--- src/rtl/keypad_pkg.sv ---
// Shared types and constants for the 4x4 keypad scanner: FSM states, key map, row decode helpers.
package keypad_pkg;

  typedef enum logic [1:0] {
    SCAN     = 2'd0,
    DEBOUNCE = 2'd1,
    HELD     = 2'd2,
    RELEASE  = 2'd3
  } state_e;

  // Indexed [row][col]; rows and columns are numbered from bit 0 of the pins.
  localparam logic [3:0] KEYMAP [0:3][0:3] = '{
    '{4'h1, 4'h2, 4'h3, 4'hA},
    '{4'h4, 4'h5, 4'h6, 4'hB},
    '{4'h7, 4'h8, 4'h9, 4'hC},
    '{4'hE, 4'h0, 4'hF, 4'hD}
  };

  // A press counts only when exactly one active-low row is pulled down.
  function automatic logic onehot_valid(input logic [3:0] rows_n);
    logic [3:0] low;
    low = ~rows_n;
    return (low != 4'h0) && ((low & (low - 4'h1)) == 4'h0);
  endfunction

  function automatic logic [1:0] row_index(input logic [3:0] rows_n);
    logic [1:0] idx;
    case (rows_n)
      4'b1110: idx = 2'd0;
      4'b1101: idx = 2'd1;
      4'b1011: idx = 2'd2;
      4'b0111: idx = 2'd3;
      default: idx = 2'd0;
    endcase
    return idx;
  endfunction

endpackage

--- src/rtl/sync_2ff.sv ---
// Two-flop synchronizer for the asynchronous, active-low keypad row pins.
module sync_2ff (
  input  logic       clk,
  input  logic       reset,
  input  logic [3:0] d_i,
  output logic [3:0] q_o
);

  logic [3:0] meta_q;
  logic [3:0] sync_q;

  // Reset to all-ones so released rows never look like a press.
  always_ff @(posedge clk) begin
    if (!reset) begin
      meta_q <= 4'hF;
      sync_q <= 4'hF;
    end else begin
      meta_q <= d_i;
      sync_q <= meta_q;
    end
  end

  assign q_o = sync_q;

endmodule

--- src/rtl/keypad_scanner.sv ---
// 4x4 matrix keypad scanner with press/release debounce and one key_valid pulse per press.
// Optional KEYPAD_HISTORY_EN adds digit_new/digit_old, the last two accepted key codes.
module keypad_scanner
  import keypad_pkg::*;
#(
  parameter int SCAN_COUNT     = 100_000,
  parameter int DEBOUNCE_COUNT = 1_000_000
) (
  input  logic       clk,
  input  logic       reset,
  input  logic [3:0] rows,
  output logic [3:0] cols,
  output logic [3:0] key_code,
  output logic       key_valid,
  output logic       key_held
`ifdef KEYPAD_HISTORY_EN
  ,
  output logic [3:0] digit_new,
  output logic [3:0] digit_old
`endif
);

  localparam int SCW = $clog2(SCAN_COUNT);
  localparam int DBW = $clog2(DEBOUNCE_COUNT);
  localparam logic [SCW-1:0] SCAN_LAST = SCW'(SCAN_COUNT - 1);
  localparam logic [DBW-1:0] DEB_LAST  = DBW'(DEBOUNCE_COUNT - 1);

  logic [3:0]     rows_s;
  state_e         state_q;
  logic [1:0]     col_idx_q;
  logic [SCW-1:0] scan_cnt_q;
  logic [DBW-1:0] deb_cnt_q;
  logic [3:0]     row_pat_q;
  logic [3:0]     key_code_q;
  logic           key_valid_q;
  logic           key_held_q;
  logic [1:0]     col_idx_d;
  logic [3:0]     key_lookup_d;
`ifdef KEYPAD_HISTORY_EN
  logic [3:0]     digit_new_q;
  logic [3:0]     digit_old_q;
`endif

  sync_2ff u_sync (
    .clk   (clk),
    .reset (reset),
    .d_i   (rows),
    .q_o   (rows_s)
  );

  assign col_idx_d    = col_idx_q + 2'd1;
  assign key_lookup_d = KEYMAP[row_index(row_pat_q)][col_idx_q];

  always_ff @(posedge clk) begin
    if (!reset) begin
      state_q     <= SCAN;
      col_idx_q   <= 2'd0;
      scan_cnt_q  <= '0;
      deb_cnt_q   <= '0;
      row_pat_q   <= 4'hF;
      key_code_q  <= 4'h0;
      key_valid_q <= 1'b0;
      key_held_q  <= 1'b0;
`ifdef KEYPAD_HISTORY_EN
      digit_new_q <= 4'h0;
      digit_old_q <= 4'h0;
`endif
    end else begin
      key_valid_q <= 1'b0;
      case (state_q)
        SCAN: begin
          // Rows are only trusted at the end of the window, after the column drive has settled.
          if (scan_cnt_q == SCAN_LAST) begin
            scan_cnt_q <= '0;
            if (onehot_valid(rows_s)) begin
              row_pat_q <= rows_s;
              deb_cnt_q <= '0;
              state_q   <= DEBOUNCE;
            end else begin
              col_idx_q <= col_idx_d;
            end
          end else begin
            scan_cnt_q <= scan_cnt_q + 1'b1;
          end
        end
        DEBOUNCE: begin
          if (rows_s != row_pat_q) begin
            col_idx_q  <= col_idx_d;
            scan_cnt_q <= '0;
            state_q    <= SCAN;
          end else if (deb_cnt_q == DEB_LAST) begin
            deb_cnt_q   <= '0;
            key_code_q  <= key_lookup_d;
            key_valid_q <= 1'b1;
            key_held_q  <= 1'b1;
            state_q     <= HELD;
`ifdef KEYPAD_HISTORY_EN
            digit_old_q <= digit_new_q;
            digit_new_q <= key_lookup_d;
`endif
          end else begin
            deb_cnt_q <= deb_cnt_q + 1'b1;
          end
        end
        HELD: begin
          // Column stays frozen; extra keys in this column are ignored until a clean release.
          if (rows_s == 4'hF) begin
            deb_cnt_q <= '0;
            state_q   <= RELEASE;
          end
        end
        RELEASE: begin
          if (rows_s != 4'hF) begin
            deb_cnt_q <= '0;
            state_q   <= HELD;
          end else if (deb_cnt_q == DEB_LAST) begin
            deb_cnt_q  <= '0;
            key_held_q <= 1'b0;
            col_idx_q  <= col_idx_d;
            scan_cnt_q <= '0;
            state_q    <= SCAN;
          end else begin
            deb_cnt_q <= deb_cnt_q + 1'b1;
          end
        end
        default: state_q <= SCAN;
      endcase
    end
  end

  assign cols      = ~(4'b0001 << col_idx_q);
  assign key_code  = key_code_q;
  assign key_valid = key_valid_q;
  assign key_held  = key_held_q;
`ifdef KEYPAD_HISTORY_EN
  assign digit_new = digit_new_q;
  assign digit_old = digit_old_q;
`endif

endmodule

--- config.mk ---
export PLATFORM = sky130hd
export DESIGN_NAME = keypad_scanner
export DESIGN_NICKNAME = d
export VERILOG_FILES = /design/src/rtl/keypad_pkg.sv /design/src/rtl/sync_2ff.sv /design/src/rtl/keypad_scanner.sv
export SDC_FILE = /design/constraint.sdc
export NUM_CORES = 1
export LEC_CHECK = 0
export ABC_AREA = 1
export BUFFER_PORTS_ARGS = -buffer_cell sky130_fd_sc_hd__buf_2
export CORE_MARGIN = 2
export CORE_UTILIZATION = 65
export CTS_BUF_LIST = sky130_fd_sc_hd__clkbuf_8
export DETAILED_ROUTE_END_ITERATION = 6
export GPL_ROUTABILITY_DRIVEN = 0
export MAX_ROUTING_LAYER = met4
export PLACE_DENSITY = 0.83
export SLEW_MARGIN = 20
export SYNTH_ARGS = -nofsm -noshare
export SYNTH_HDL_FRONTEND = slang
export SYNTH_SLANG_ARGS = --single-unit
--- constraint.sdc ---
create_clock -name clk -period 4.4 [get_ports clk]
set_clock_uncertainty 0.15 [all_clocks]
set_input_delay 0.66 -clock clk [delete_from_list [all_inputs] [get_ports clk]]
set_output_delay 0.66 -clock clk [all_outputs]
set_load 0.005 [all_outputs]
==> impl_summary.txt <==
----------------------------------------------------
[Yosys]
  Seq/Total Area, Yosys ... 30.6%
  Most used flip-flop cell after synthesis ... dfxtp_1
  Flop and latch count out of synthesis ... 59
  Area of the mapped netlist ... 0.00385 mm²
  Synthesized net count ... 646
  Syn Inst Count ... 634
  Top cell type's share of synthesized area ... 30.6%
  Top area cells in the synthesized netlist ... dfxtp_1 (31%), nand2_1 (19%), nor2_1 (9.7%)
  Syn Area/Cell ... 6.08 µm²
  Number of synthesized flops with an enable pin ... 0
  Distinct cells, synth ... 39
  Number of warnings reported in the yosys synthesis log ... 0
  Async SR Flop Fraction ... 0%
  Leading area contributor after synthesis ... dfxtp_1

[Die]
  Floorplan Core Area ... 0.00582 mm²
  Row Count ... 28
  Die Y ... 81.0 µm
  I/O pins ... 16
  Area of the die ... 0.00656 mm²
  DIE WIDTH ... 81.0 µm
  Starting Density ... 66.3%

[Clock network]
  TritonCTS buffer count ... 9
  Resized cells post-CTS ... 0
  Clock latency reported for the late side of the worst-skew pair ... 0.35 ns
  H-Tree Level Count ... 3
  Count of hold buffers inserted by post-cts repair ... 0
  Clock tree from TritonCTS ... built
  Bufs on Longest Clock Path ... 2
  CTS clk-pin slew, worst paths ... 0.07 ns
  Number of clock sinks ... 59
  Buffers inserted during post-CTS setup optimization ... 0
  Clock tree root driver cell ... clkbuf_8

[Timing]
  Measured slew at the worst slew-check pin ... 0.925 ns
  Headroom to the max-slew limit ... 38.0%
  Hold Slack ... 0.265 ns
  Final Cycle Share ... 60.7%
  Final Critical Period ... 2.67 ns
  Total Neg Setup Slack ... 0 ns
  Final number of setup-violating endpoints ... 0
  Worst Slack Setup Final ... 1.73 ns
  Final count of pins violating max slew ... 0
  Setup repair after global routing missed its margin ... no
  Upper clock frequency limit ... 374 MHz
  Hold Violations, Final ... 0

[Pwr]
  Leak pwr ... 1.74 nW
  Total power after layout ... 1.19 mW
  Power density relative to cell area ... 287 mW/mm²
  Worst VDD drop ... 0.229 mV

[Routing]
  Remaining number of nets flagged by the antenna check after routing ... 0
  Router iterations before antenna repair ... 5
  Via density per instance ... 5.41
  Final WL ... 9010 µm
  Number of vias in the routed layout ... 3888
  Per-cell routed wire length ... 12.5 µm
  Drt first-iter violations ... 192
  Number of remaining DRC errors ... 0

[Place]
  Worst setup slack after placement ... 1.65 ns
  IO Port Bufs ... 15
  Hpwl dp ... 6530 µm

[Critical path]
  Worst r2r src ... state_q[0]
  Type of element capturing the critical path ... register
  Crit path max fanout ... 20
  Arrival time at the worst endpoint ... 2.75 ns
  Setup Crit Path Kind ... register to register
  Critical Path Start ... state_q[0]
  Required time at the endpoint of the critical path ... 4.48 ns
  Type of element launching the critical path ... register

[Final layout]
  Layout Nets ... 651
  Antenna cell count ... 0
  Filler cells ... 523
  Fraction of final layout cells sized beyond drive strength 1 ... 10.7%
  Leading cell types in the layout, fill and taps excluded ... nand2_1 (198), nor2_1 (100), inv_1 (65)
  Utilization after layout ... 71.1%
  Area growth syn-to-layout ... 7.24%
  Most common cell after layout, fill and taps aside ... nand2_1

[GRT]
  Via count of the first global-routing pass ... 3578
  GRT Residual Overflow ... 0
  Wire length of the first global-routing pass ... 15600 µm
  Initial antenna violation count ... 0
  Global-route usage over all layers ... 31.2%
  Largest net degree at the start of global routing ... 37

[Run status]
  Run status ... complete, no violations

[Flow run]
  Max-capacitance violation count ... 0

[Hold path]
  Launch point of the worst hold path ... u_sync.meta_q[1]
  Path type of the worst min-delay path ... register to register

----------------------------------------------------
[routing by layer]
metal / GRT usage [%] / vias to the layer above / share of wire (%)
met1: 36.3 / 1693 / 43
met4: 19.5 / 0 / 4.2
li1: - / 2019 / -
met3: 4.56 / 41 / 5.1
met5: - / - / 0
met2: 50.5 / 135 / 47
[through the flow]
step,cells,area [µm²]
2_1_floorplan,634,3850
3_5_place_dp,703,3890
3_3_place_gp,703,3890
6_report,719,4130
5_1_grt,719,4130
4_1_cts,719,4130
[logic make-up after synthesis]
kind of cell	Yosys count	synth area share, %
adder cells (fa/ha/maj)	6	1.95
XOR/XNOR	4	0.909
buffers and inverters	92	10.3
flip-flops	59	30.6
AO/OA/AOI/OAI	63	9.28
AND/OR/NAND/NOR	410	46.9
[flip-flops by register name, indices dropped and copies added (netlist names)]
register	flops
col_idx_q	2
scan_cnt_q	17
key_held	1
state_q	2
u_sync.q_o	4
key_valid	1
deb_cnt_q	20
row_pat_q	4
u_sync.meta_q	4
key_code	4
[worst paths after layout]
path                   endpoint  slack (ns)  cells past startpoint
setup / recovery   deb_cnt_q[5]        1.73                      7
hold / removal    u_sync.q_o[1]        0.27                      1
setup reg to reg   deb_cnt_q[5]        1.73                      7
hold reg to reg   u_sync.q_o[1]        0.27                      1
[cells in the mapped netlist (2+ instances only)]
cell and count:
o211ai_1 6, inv_2 6, dfxtp_1 59, buf_6 5, buf_2 7, nand2_1 198, nand2_2 8, a211oi_1 3
nand3_1 54, nor3b_1 2, nor2_2 4, o21ai_0 9, nor2_4 4, clkbuf_2 2, ha_1 6, o21ai_1 3
nand4_1 17, or2_2 8, a21oi_1 35, nor3_1 7, nor2_1 100, nand2_4 2, xnor2_1 3, clkbuf_1 5
o21bai_1 3, inv_1 64, nand3_2 2
[power by group]
| group | leakage (nW) | switching (mW) | internal [mW] |
|---|---|---|---|
| combinational | 1.14 | 0.0247 | 0.0120 |
| clock | 0.127 | 0.218 | 0.388 |
| sequential | 0.478 | 0.00412 | 0.540 |
[cell type report]
class	count	area, µm²	share of cell area, %
multi-input combinational	483	2280	55.1
clock buffer	10	138	3.33
timing repair buffer	15	75.1	1.82
inverter	71	267	6.45
clock inverter	6	104	2.51
tap	75	93.8	2.27
sequential	59	1180	28.6
[worst max-delay path, stage by stage (launching register included)]
cell and delay (ns):
dfxtp_1 0.77, inv_1 0.38, nand2_1 0.13, nor2_1 0.07, a21oi_2 0.43, nand2_4 0.25
o21ai_1 0.28, nor2_1 0.09
No activity file was read; power rests on OpenSTA's default activity.
